File: src/rtl/qeip_sram_arbiter.sv
// Round-robin arbiter sharing one single-port SRAM cell between two masters.
// Tracks one outstanding read per requester with a back-pressurable response slot.
module qeip_sram_arbiter #(
    parameter int BW_INDEX = 14,
    parameter int WIDTH = 32,
    localparam int BW_BYTE_WEN = WIDTH / 8
) (
    input  logic                   clk,
    input  logic                   rstnn,
    input  logic                   rq0_req,
    input  logic                   rq0_write,
    input  logic [BW_INDEX-1:0]    rq0_index,
    input  logic [BW_BYTE_WEN-1:0] rq0_wstrb,
    input  logic [WIDTH-1:0]       rq0_wdata,
    output logic                   rq0_ready,
    output logic                   rq0_rvalid,
    output logic [WIDTH-1:0]       rq0_rdata,
    input  logic                   rq0_rready,
    input  logic                   rq1_req,
    input  logic                   rq1_write,
    input  logic [BW_INDEX-1:0]    rq1_index,
    input  logic [BW_BYTE_WEN-1:0] rq1_wstrb,
    input  logic [WIDTH-1:0]       rq1_wdata,
    output logic                   rq1_ready,
    output logic                   rq1_rvalid,
    output logic [WIDTH-1:0]       rq1_rdata,
    input  logic                   rq1_rready,
    output logic [BW_INDEX-1:0]    cell_index,
    output logic                   cell_enable,
    output logic                   cell_wenable,
    output logic [BW_BYTE_WEN-1:0] cell_wenable_byte,
    output logic [WIDTH-1:0]       cell_wdata,
    output logic                   cell_renable,
    input  logic [WIDTH-1:0]       cell_rdata
);

    typedef enum logic [1:0] {
        RD_IDLE,
        RD_INFLIGHT,
        RD_HOLD
    } rd_state_t;

    rd_state_t        state_q [2];
    rd_state_t        state_d [2];
    logic [WIDTH-1:0] rsp_data [2];
    logic             last_grant;

    logic [1:0] req;
    logic [1:0] write;
    logic [1:0] rready;
    logic [1:0] elig;
    logic [1:0] grant;
    logic [1:0] rd_acc;
    logic       sel;

    assign req    = {rq1_req, rq0_req};
    assign write  = {rq1_write, rq0_write};
    assign rready = {rq1_rready, rq0_rready};

    // A read may issue only when its response slot is free or drains this cycle.
    always_comb begin
        elig = 2'b00;
        for (int n = 0; n < 2; n++) begin
            elig[n] = req[n] & (write[n]
                | (state_q[n] == RD_IDLE)
                | ((state_q[n] == RD_HOLD) & rready[n]));
        end
    end

    // Grants are masked during reset so every output is 0 while rstnn is low.
    always_comb begin
        grant = 2'b00;
        if (rstnn) begin
            unique case (elig)
                2'b01:   grant = 2'b01;
                2'b10:   grant = 2'b10;
                2'b11:   grant = last_grant ? 2'b01 : 2'b10;
                default: grant = 2'b00;
            endcase
        end
    end

    assign sel    = grant[1];
    assign rd_acc = grant & ~write;

    assign cell_enable  = |grant;
    assign cell_wenable = cell_enable & write[sel];
    assign cell_renable = cell_enable & ~write[sel];
    assign cell_index   = !cell_enable ? '0 : (sel ? rq1_index : rq0_index);
    assign cell_wdata   = !cell_enable ? '0 : (sel ? rq1_wdata : rq0_wdata);
    assign cell_wenable_byte = !cell_wenable ? '0
                             : (sel ? rq1_wstrb : rq0_wstrb);

    always_comb begin
        for (int n = 0; n < 2; n++) begin
            state_d[n] = state_q[n];
            unique case (state_q[n])
                RD_IDLE:
                    if (rd_acc[n]) state_d[n] = RD_INFLIGHT;
                RD_INFLIGHT:
                    state_d[n] = RD_HOLD;
                RD_HOLD:
                    if (rready[n])
                        state_d[n] = rd_acc[n] ? RD_INFLIGHT : RD_IDLE;
                default:
                    state_d[n] = RD_IDLE;
            endcase
        end
    end

    always_ff @(posedge clk or negedge rstnn) begin
        if (!rstnn) begin
            for (int n = 0; n < 2; n++) begin
                state_q[n]  <= RD_IDLE;
                rsp_data[n] <= '0;
            end
            last_grant <= 1'b1;
        end else begin
            for (int n = 0; n < 2; n++) begin
                state_q[n] <= state_d[n];
                if (state_q[n] == RD_INFLIGHT) rsp_data[n] <= cell_rdata;
            end
            if (|grant) last_grant <= grant[1];
        end
    end

    assign rq0_ready  = grant[0];
    assign rq1_ready  = grant[1];
    assign rq0_rvalid = (state_q[0] == RD_HOLD);
    assign rq1_rvalid = (state_q[1] == RD_HOLD);
    assign rq0_rdata  = rsp_data[0];
    assign rq1_rdata  = rsp_data[1];

endmodule

File: config.mk
export PLATFORM = sky130hd
export DESIGN_NAME = qeip_sram_arbiter
export DESIGN_NICKNAME = d
export VERILOG_FILES = /design/src/rtl/qeip_sram_arbiter.sv
export SDC_FILE = /design/constraint.sdc
export NUM_CORES = 1
export LEC_CHECK = 0
export CORE_MARGIN = 2
export CORE_UTILIZATION = 34
export CTS_BUF_LIST = sky130_fd_sc_hd__clkbuf_8
export CTS_CLUSTER_SIZE = 30
export DETAILED_ROUTE_END_ITERATION = 10
export PLACE_DENSITY = 0.83
export SYNTH_ARGS = -nofsm -noshare
export SYNTH_HDL_FRONTEND = slang
export SYNTH_SLANG_ARGS = --single-unit
export TNS_END_PERCENT = 20
File: constraint.sdc
create_clock -name clk -period 2.6 [get_ports clk]
set_input_delay 0.52 -clock clk [delete_from_list [all_inputs] [get_ports clk]]
set_output_delay 0.52 -clock clk [all_outputs]
set_load 0.01 [all_outputs]
==> results of run 1 <==
-- worst max-delay path, stage by stage (launching register included) --
cell	delay (ns)
dfrtp_1	0.35
or3b_4	0.38
o2111ai_2	0.07
nor3b_4	0.25
buf_6	0.13
buf_6	0.12
buf_12	0.12
a22o_1	0.16
buf_2	0.15
-- metal layers --
| layer | track usage, % | up-vias | part of all wire [%] |
|---|---|---|---|
| met5 | 0 | - | 0 |
| met4 | 9.56 | 0 | 1.6 |
| met3 | 9.45 | 19 | 9.8 |
| met2 | 46.1 | 183 | 51 |
| met1 | 31.3 | 1644 | 37 |
| li1 | - | 1469 | - |
-- final timing paths --
| kind | endpoint | slack [ns] | depth (start not counted) |
|---|---|---|---|
| max in group asynchronous | rq0_rdata[18] | 1.62 | 2 |
| worst max-delay path | cell_index[6] | 0.009 | 8 |
| min in group clk | rq0_rdata[2] | 0.50 | 1 |
| worst max register to register | rq0_rdata[1] | 0.84 | 3 |
| worst min register to register | rq0_rdata[2] | 0.50 | 1 |
| worst min-delay path | state_q[0] | 0.15 | 2 |
-- cell usage in the layout (no fill, tap or decap), drive strengths merged --
cell / instances
o22ai: 1
o21ai: 3
mux2: 64
inv: 8
clkdlybuf4s15: 1
or2: 1
buf: 86
nor2b: 2
bufinv: 1
or3b: 2
clkdlybuf4s50: 199
dfrtp: 68
and2: 2
dfstp: 1
a22o: 51
nand2b: 5
dlygate4sd2: 6
a21oi: 2
nand2: 2
o2111ai: 2
clkbuf: 14
bufbuf: 1
clkinv: 3
nor3b: 4
-- power by group --
group / internal, mW / switching (mW) / leakage, nW
logic: 1.18 / 0.677 / 1.92
registers: 1.40 / 0.171 / 0.810
clock network: 0.431 / 0.394 / 0.107
total: 3.01 / 1.24 / 2.83
-- sequential cells by signal, summed over array words and instances (netlist names) --
name,count
last_grant,1
state_q,4
rq0_rdata,32
rq1_rdata,32
-- per-stage QoR --
stage | hold WS (ns) | area, um^2
global route | 0.139 | 6400
global placement | 0.477 | 6040
CTS | 0.142 | 6460
detailed placement | 0.484 | 6040
finish | 0.153 | 6400
floorplan | 0.224 | 3240
-- layout make-up --
type	instances	area share, %
multi-input combinational	141	21.9
inverter	5	0.293
tap	129	2.52
clock buffer	9	1.94
timing repair buffer	298	45.4
sequential	69	27.0
clock inverter	7	0.938
-- logic make-up after synthesis --
| group | share of synthesized area [%] |
|---|---|
| flops | 53.4 |
| mux | 22.3 |
| compound gates | 15.3 |
| simple gates | 4.44 |
| buf+inv | 4.64 |
-- synthesized netlist by cell type, drive strengths merged --
| library cell | n | area share, % |
|---|---|---|
| and2 | 2 | 0.39 |
| buf | 16 | 3.8 |
| mux2 | 64 | 22 |
| o21ai | 3 | 0.46 |
| nand2b | 5 | 0.97 |
| nor3b | 4 | 1.7 |
| or3b | 2 | 0.54 |
| a22o | 51 | 14 |
| or2 | 1 | 0.19 |
| o2111ai | 2 | 0.54 |
| dfstp | 1 | 0.81 |
| nand2 | 2 | 0.23 |
| inv | 5 | 0.58 |
| clkbuf | 2 | 0.23 |
| dfrtp | 68 | 53 |
| o22ai | 1 | 0.19 |
| nor2b | 2 | 0.39 |
| a21oi | 2 | 0.31 |
-- repair_timing --
| item | in CTS | in global routing |
|---|---|---|
| cloned | 10 | 1 |
| endpoints found under the setup margin | 55 | 51 |
| buffers inserted | 14 | 4 |
| pin swaps | 25 | 33 |
| resized for setup | 236 | 23 |
| hold buffers | 0 | 0 |
==> results.toml, run 1 <==
[routing]
drt_pass1_iterations = 4
drt_iter0_markers = 101
routed_wl_mm = 14.4
drt-vias-per-instance = 5.04
vias = 3315
remaining_drc_errors = 0
ant_nets = 0
wl_per_cell_um = 21.9

[place]
dp_hpwl_mm = 10.1
port_buffers = 260
dpl.cell_count = 621
place_ws_ns = -0.674
place_congestion = 0.879

[run_status]
status = "complete, no violations"

[timing]
timing.slew.headroom_pct = 39.9
post-route-min-period_ns = 2.59
period_share_pct = 99.7
finalSetupTns_ns = 0
tightest_slew_ns = 0.902
finalSetupViolCount = 0
max_clock_freq_mhz = 386
hold_viol_final = 0
drv_slew = 0
rsz0062_at_grt = "yes"
finalClockSkew_ns = 0.00376
fin_ws_ns = 0.00855

[floorplan]
die_x_um = 102
initial_core_util_pct = 35.0
core_um2 = 9240
rows = 35
ios = 261
die_y_um = 102
die-area_um2 = 10300

[clock_network]
cts_inserted_buffers = 9
clock-sinks = 69
clk_latency_ns = 0.34
cts_buffer_depth = 2
ctsHtreeMaxLevel = 3
clkTransAtPathRegs_ns = 0.07
clockRootBuffer = "clkbuf_8"
cts_tree = "yes"

[layout]
n_antenna_cell = 0
layout-drive-gt1-share_pct = 33.3
fin_nets = 664
fin_cells = 658
fillers = 676
syn_to_final_growth_pct = 97.6
seq_area_um2 = 1730
multi_input_area_um2 = 1400
utilization_pct = 69.3

[synthesis]
syn_area_um2 = 3240
yosysWarningCount = 0
synthCells = 233
ys_seq_area_share_pct = 53.4
syn_nets = 373
synth_area_per_cell_um2 = 13.9
ys_seq_elements = 69
synth_cell_type_count = 23

[global_route]
grt_pass1_vias = 3616
grt_max_degree = 65
grt.total_usage_pct = 27.0
grt_pass1_wl_mm = 20.5
globalRouteOverflowTotal = 0
antenna_found_initial = 0

[worst_setup_path]
crit_path_max_fanout = 8
arrival_ns = 2.07
endpoint_kind = "primary output"
reg2reg_from = "state_q[3]"
start_kind = "flop"
required_ns = 2.08
crit_start = "state_q[3]"
crit_type = "reg2out"

[power_and_ir_drop]
power_density_nw_per_um2 = 664
p_leak_nw = 2.83
ir_drop_mv = 0.511
fin_total_pwr_mw = 4.25

[worst_hold_path]
hold_path.class = "in2async"

[job]
drv_cap = 0
No activity file was read; power rests on OpenSTA's default activity.
==> run 2, diff against run 1 <==
- MAX_ROUTING_LAYER: not set -> met4
==> run 2 against run 1 <==
Effect of this change:
- non-clock buffer count did not move
- final area did not move
- first-iteration DRC count fell by 2.0%
- register-to-register slack barely moved
- critical endpoint unchanged
- worst setup slack improved by 0.0010 ns
- global-route usage rose by 0.84 points
- cell count did not move
- maximum frequency barely moved
- critical path depth did not move
==> results.toml, run 2 (synthesis results as in run 1) <==
[floorplan]
ios = 261
rows = 35
die_x_um = 102
core_um2 = 9240
die_y_um = 102
initial_core_util_pct = 35.0
die-area_um2 = 10300

[layout]
n_antenna_cell = 0
final_cell_mix = "clkdlybuf4s50_1 (199), dfrtp_1 (68), mux2_2 (58), a22o_1 (51), buf_2 (42)"
syn_to_final_growth_pct = 97.6
fin_nets = 664
final_common_cell = "clkdlybuf4s50_1"
layout-drive-gt1-share_pct = 33.3

[routing]
drt-vias-per-instance = 5.10
wl_per_cell_um = 21.8
ant_nets = 0
remaining_drc_errors = 0
drt_pass1_iterations = 4
vias = 3355
routed_wl_mm = 14.3
drt_iter0_markers = 99

[timing]
hold_viol_final = 0
timing.slew.headroom_pct = 39.5
fin_ws_ns = 0.00956
finalClockSkew_ns = 0.00571
finalSetupTns_ns = 0
max_clock_freq_mhz = 386
tightest_slew_ns = 0.908
rsz0062_at_grt = "yes"
period_share_pct = 99.6
finalSetupViolCount = 0
drv_slew = 0
post-route-min-period_ns = 2.59

[clock_network]
clk_latency_ns = 0.34
cts_tree = "yes"
clockRootBuffer = "clkbuf_8"
ctsHtreeMaxLevel = 3
cts_buffer_depth = 2
clock-sinks = 69
clkTransAtPathRegs_ns = 0.07
cts_inserted_buffers = 9

[worst_hold_path]
hold_path.class = "in2async"

[global_route]
globalRouteOverflowTotal = 0
grt_pass1_wl_mm = 20.4
grt_pass1_vias = 3637
grt_max_degree = 65
grt.total_usage_pct = 27.8
antenna_found_initial = 0

[worst_setup_path]
required_ns = 2.08
arrival_ns = 2.07
start_kind = "flop"
endpoint_kind = "primary output"
crit_type = "reg2out"
crit_path_max_fanout = 8

[run_status]
status = "complete, no violations"

[power_and_ir_drop]
power_density_nw_per_um2 = 663
ir_drop_mv = 0.510
p_leak_nw = 2.83

[place]
dp_hpwl_mm = 10.1
place_ws_ns = -0.674
port_buffers = 260
place_congestion = 0.893

[job]
drv_cap = 0
-- run 2: area by class of cell --
cell class                      instances  area [um^2]
Sequential cell                        69         1730
Fill cell                             676         2840
Clock buffer                            9          124
Multi-Input combinational cell        141         1400
Clock inverter                          7         60.1
Timing Repair Buffer                  298         2910
Inverter                                5         18.8
Tap cell                              129          161
-- run 2: what timing repair did --
action | 4_1_cts | 5_1_grt
buffers inserted | 14 | 4
cloned | 10 | 1
pin swaps | 25 | 32
hold buffers | 0 | 0
gates resized for setup | 236 | 23
setup endpoints to repair | 55 | 51
-- run 2: path summary, 6_finish.rpt --
| kind | slack, ns | to | cells after the start | start |
|---|---|---|---|---|
| max in group asynchronous | 1.62 | rq0_rdata[18] | 2 | rstnn |
| worst min register to register | 0.50 | rq0_rdata[2] | 1 | rq0_rdata[2] |
| worst max-delay path | 0.01 | cell_index[6] | 8 | state_q[3] |
| worst min-delay path | 0.15 | state_q[0] | 2 | rstnn |
| min in group clk | 0.50 | rq0_rdata[2] | 1 | rq0_rdata[2] |
| worst max register to register | 0.83 | rq0_rdata[1] | 3 | state_q[3] |
-- run 2: stage by stage --
step / power [mW] / instances / util, % / hold WS (ns) / instance area (um^2)
2_1_floorplan: 2.20 / 233 / - / 0.224 / 3240
6_report: 4.24 / 658 / 69.3 / 0.151 / 6400
3_5_place_dp: 3.38 / 621 / 65.4 / 0.484 / 6040
3_3_place_gp: 3.33 / 621 / 65.4 / 0.477 / 6040
4_1_cts: 4.29 / 661 / 69.9 / 0.142 / 6460
5_1_grt: 4.46 / 658 / 69.3 / 0.139 / 6400
-- run 2: routing by layer --
metal / global-route usage, % / routed length [um] / vias up
met5: - / 0 / -
met4: 9.67 / 239 / 0
met3: 8.14 / 1140 / 19
met2: 46.1 / 7400 / 181
met1: 32.2 / 5560 / 1686
li1: - / - / 1469
-- run 2: critical path: stages (launching register included) --
cell,delay [ns]
dfrtp_1,0.35
or3b_4,0.38
o2111ai_2,0.07
nor3b_4,0.25
buf_6,0.13
buf_6,0.12
buf_12,0.12
a22o_1,0.16
buf_2,0.15
-- run 2: power breakdown --
group          switching (mW)  leakage [nW]  internal (mW)
clock                   0.390         0.107          0.431
combinational           0.677          1.92           1.18
sequential              0.170         0.810           1.40
total                    1.24          2.83           3.01
==> edit (flow settings as in run 2) <==
Make the reset (`rstnn`) synchronous in one clocked block.
--- a/src/rtl/qeip_sram_arbiter.sv
+++ b/src/rtl/qeip_sram_arbiter.sv
@@ -108,7 +108,7 @@
         end
     end
 
-    always_ff @(posedge clk or negedge rstnn) begin
+    always_ff @(posedge clk) begin
         if (!rstnn) begin
             for (int n = 0; n < 2; n++) begin
                 state_q[n]  <= RD_IDLE;
Behaviour: differs if rstnn is asserted again (counterexample within 4 cycles, from zero or initial values and one cycle with rstnn low); with rstnn held inactive, the same outputs for 10 cycles.
==> edit against run 2 <==
Clock skew increased by 2.2 ps. Area after synthesis increased by 6.1%. Non-clock buffer count decreased by 7. Design area increased by 0.66%. Critical endpoint is now cell_wdata[3]. Critical path depth decreased by 1. Sequential cell count unchanged. Final cell count increased by 3.5%. First-iteration DRC count increased by 69%. Setup slack got worse by 7.7 ps. Wire length decreased by 9.6%.
Power is not compared: it rests on default switching activity, and its combinational part moved more than twofold at a synthesized area within 25%.
==> edit: results (changes against run 2) <==
| Metric | Value |
|---|---|
| Non-clock inverters | 4 (was 5) |
| Top cells by count, synth | edfxtp_1, and3_1, a41o_1 (was dfrtp_1, mux2_2, a22o_1) |
| Critical-path maximum fanout | 7 (was 8) |
| Vias in the first global route | 3,759 (was 3,637) |
| Synth cell types | 27 (was 23) |
| Clock buf/inv share | 2.84% (was 2.87%) |
| R2R Path End | rsp_data[0][20] (was rq0_rdata[1]) |
| Post-place instance area | 0.00625 mm^2 (was 0.00604 mm^2) |
| Multi-input combinational area share | 20.2% (was 21.9%) |
| Drt first pass iters | 4 (unchanged) |
| Placed Instances | 652 (was 621) |
| Setup Skew | 7.91 ps (was 5.71 ps) |
| Antenna violations before repair | 1 (was 0) |
| Post-DP HPWL | 9620 um (was 10,100 um) |
| Main area contributors after synthesis | edfxtp_1, a41o_1, and3_1 (was dfrtp_1, mux2_2, a22o_1) |
| Seq/Total Area, Yosys | 58.8% (was 53.4%) |
| Share of layout cells above drive strength 1 | 21.9% (was 33.3%) |
| FILL cells | 742 (was 676) |
| Syn_nets | 412 (was 373) |
| Slew @ Worst Pin | 1120 ps (was 908 ps) |
| Gr usage total | 23.8% (was 27.8%) |
| Fin util | 65.9% (was 69.3%) |
| Seq area share | 31.4% (was 27.0%) |
| Routability cong. | 0.899 (was 0.893) |
| Buffers, non-clock | 291 (was 298) |
| Ys async rst share | 0% (was 100%) |
| DR iter-0 viols | 167 (was 99) |
| WL/cell | 19.0 um (was 21.8 um) |
| Start point of the critical path | state_q[0][1] (was state_q[3]) |
| Clk Latency, worst-skew pair | between 300 and 400 ps |
| Status | finished, final reports clean (unchanged) |
| Post-Syn Area | 0.00344 mm^2 (was 0.00324 mm^2) |
| Number of synthesized flops with an enable pin | 64 (was 0) |
| First-pass GRT wire length | 19,600 um (was 20,400 um) |
| Root Driver | clkbuf_8 (unchanged) |
| Number of multi-input logic gates | 167 (was 141) |
| R2R Setup Slk | 780 ps (was 830 ps) |
| Ys flop type | edfxtp_1 (was dfrtp_1) |
| Final std cells w/o fill | 681 (was 658) |
| NonClk Buf Share | 42.6% (was 45.4%) |
| Type of the most critical hold path | input port to register (was input port to asynchronous set/reset pin) |
| H-tree levels | 3 (unchanged) |
| Largest net degree at the start of global routing | 40 (was 65) |
| Crit path to | cell_wdata[3] (was cell_index[6]) |
| Diode count | 1 (was 0) |
| Vias per cell | 5.17 (was 5.10) |
-- edit: changes by cell type after synthesis, sizes merged, moves of 31 or more --
cell	before	now
edfxtp	0	64
a41o	0	47
a22o	51	0
and2	2	33
dfrtp	68	0
mux2	64	0
and3	0	48
-- edit: kinds of logic (layout without fill, tap and decap cells) --
logic type      after synthesis  after routing  share of synthesized area (%)
simple gates                106            106                           19.2
compound gates               58             58                           15.8
other cells                   0              1                              0
buf+inv                      36            311                           5.28
mux                           3              3                          0.874
flops                        69             69                           58.8
-- edit: metal layers --
layer	routed length, um	vias to the layer above	global-route usage, %	share of wire [%]
li1	-	1619	-	-
met1	4550	1660	24.3	35
met2	6800	210	41.8	52
met3	1140	30	6.49	8.8
met4	464	0	12.3	3.6
met5	0	-	-	0
-- edit: what timing repair did --
item | 4_1_cts | 5_1_grt
pin swaps | 9 | 10
setup buffers | 8 | 0
resized for setup | 186 | 50
endpoints found under the setup margin | 55 | 55
cloned | 4 | 0
-- edit: worst max-delay path, stage by stage, from the launching register on --
cell and delay (ps):
dfxtp_2 340, or3b_4 380, and3_4 160, nand2b_4 210, buf_12 160, buf_16 120, a41o_1 230, buf_2 140
-- edit: how the worst min path moves through the flow --
stage,endpoint,from,slack (ps),cells after the start
after floorplan,last_grant,last_grant,480,2
after global placement,last_grant,last_grant,530,2
after detailed placement,last_grant,last_grant,510,2
after CTS,state_q[0][2],rq1_write,430,2
after global routing,state_q[0][2],rq1_write,440,2
final,state_q[0][2],rq1_write,460,2
-- edit: per-stage QoR --
stage / hold slack, ps / setup slack (ps) / total power, uW
floorplan: 483 / 78.7 / 1610
global placement: 534 / -632 / 2130
detailed placement: 508 / -640 / 2140
CTS: 428 / -50.7 / 2940
global route: 440 / -49.2 / 3040
finish: 455 / 1.90 / 2910
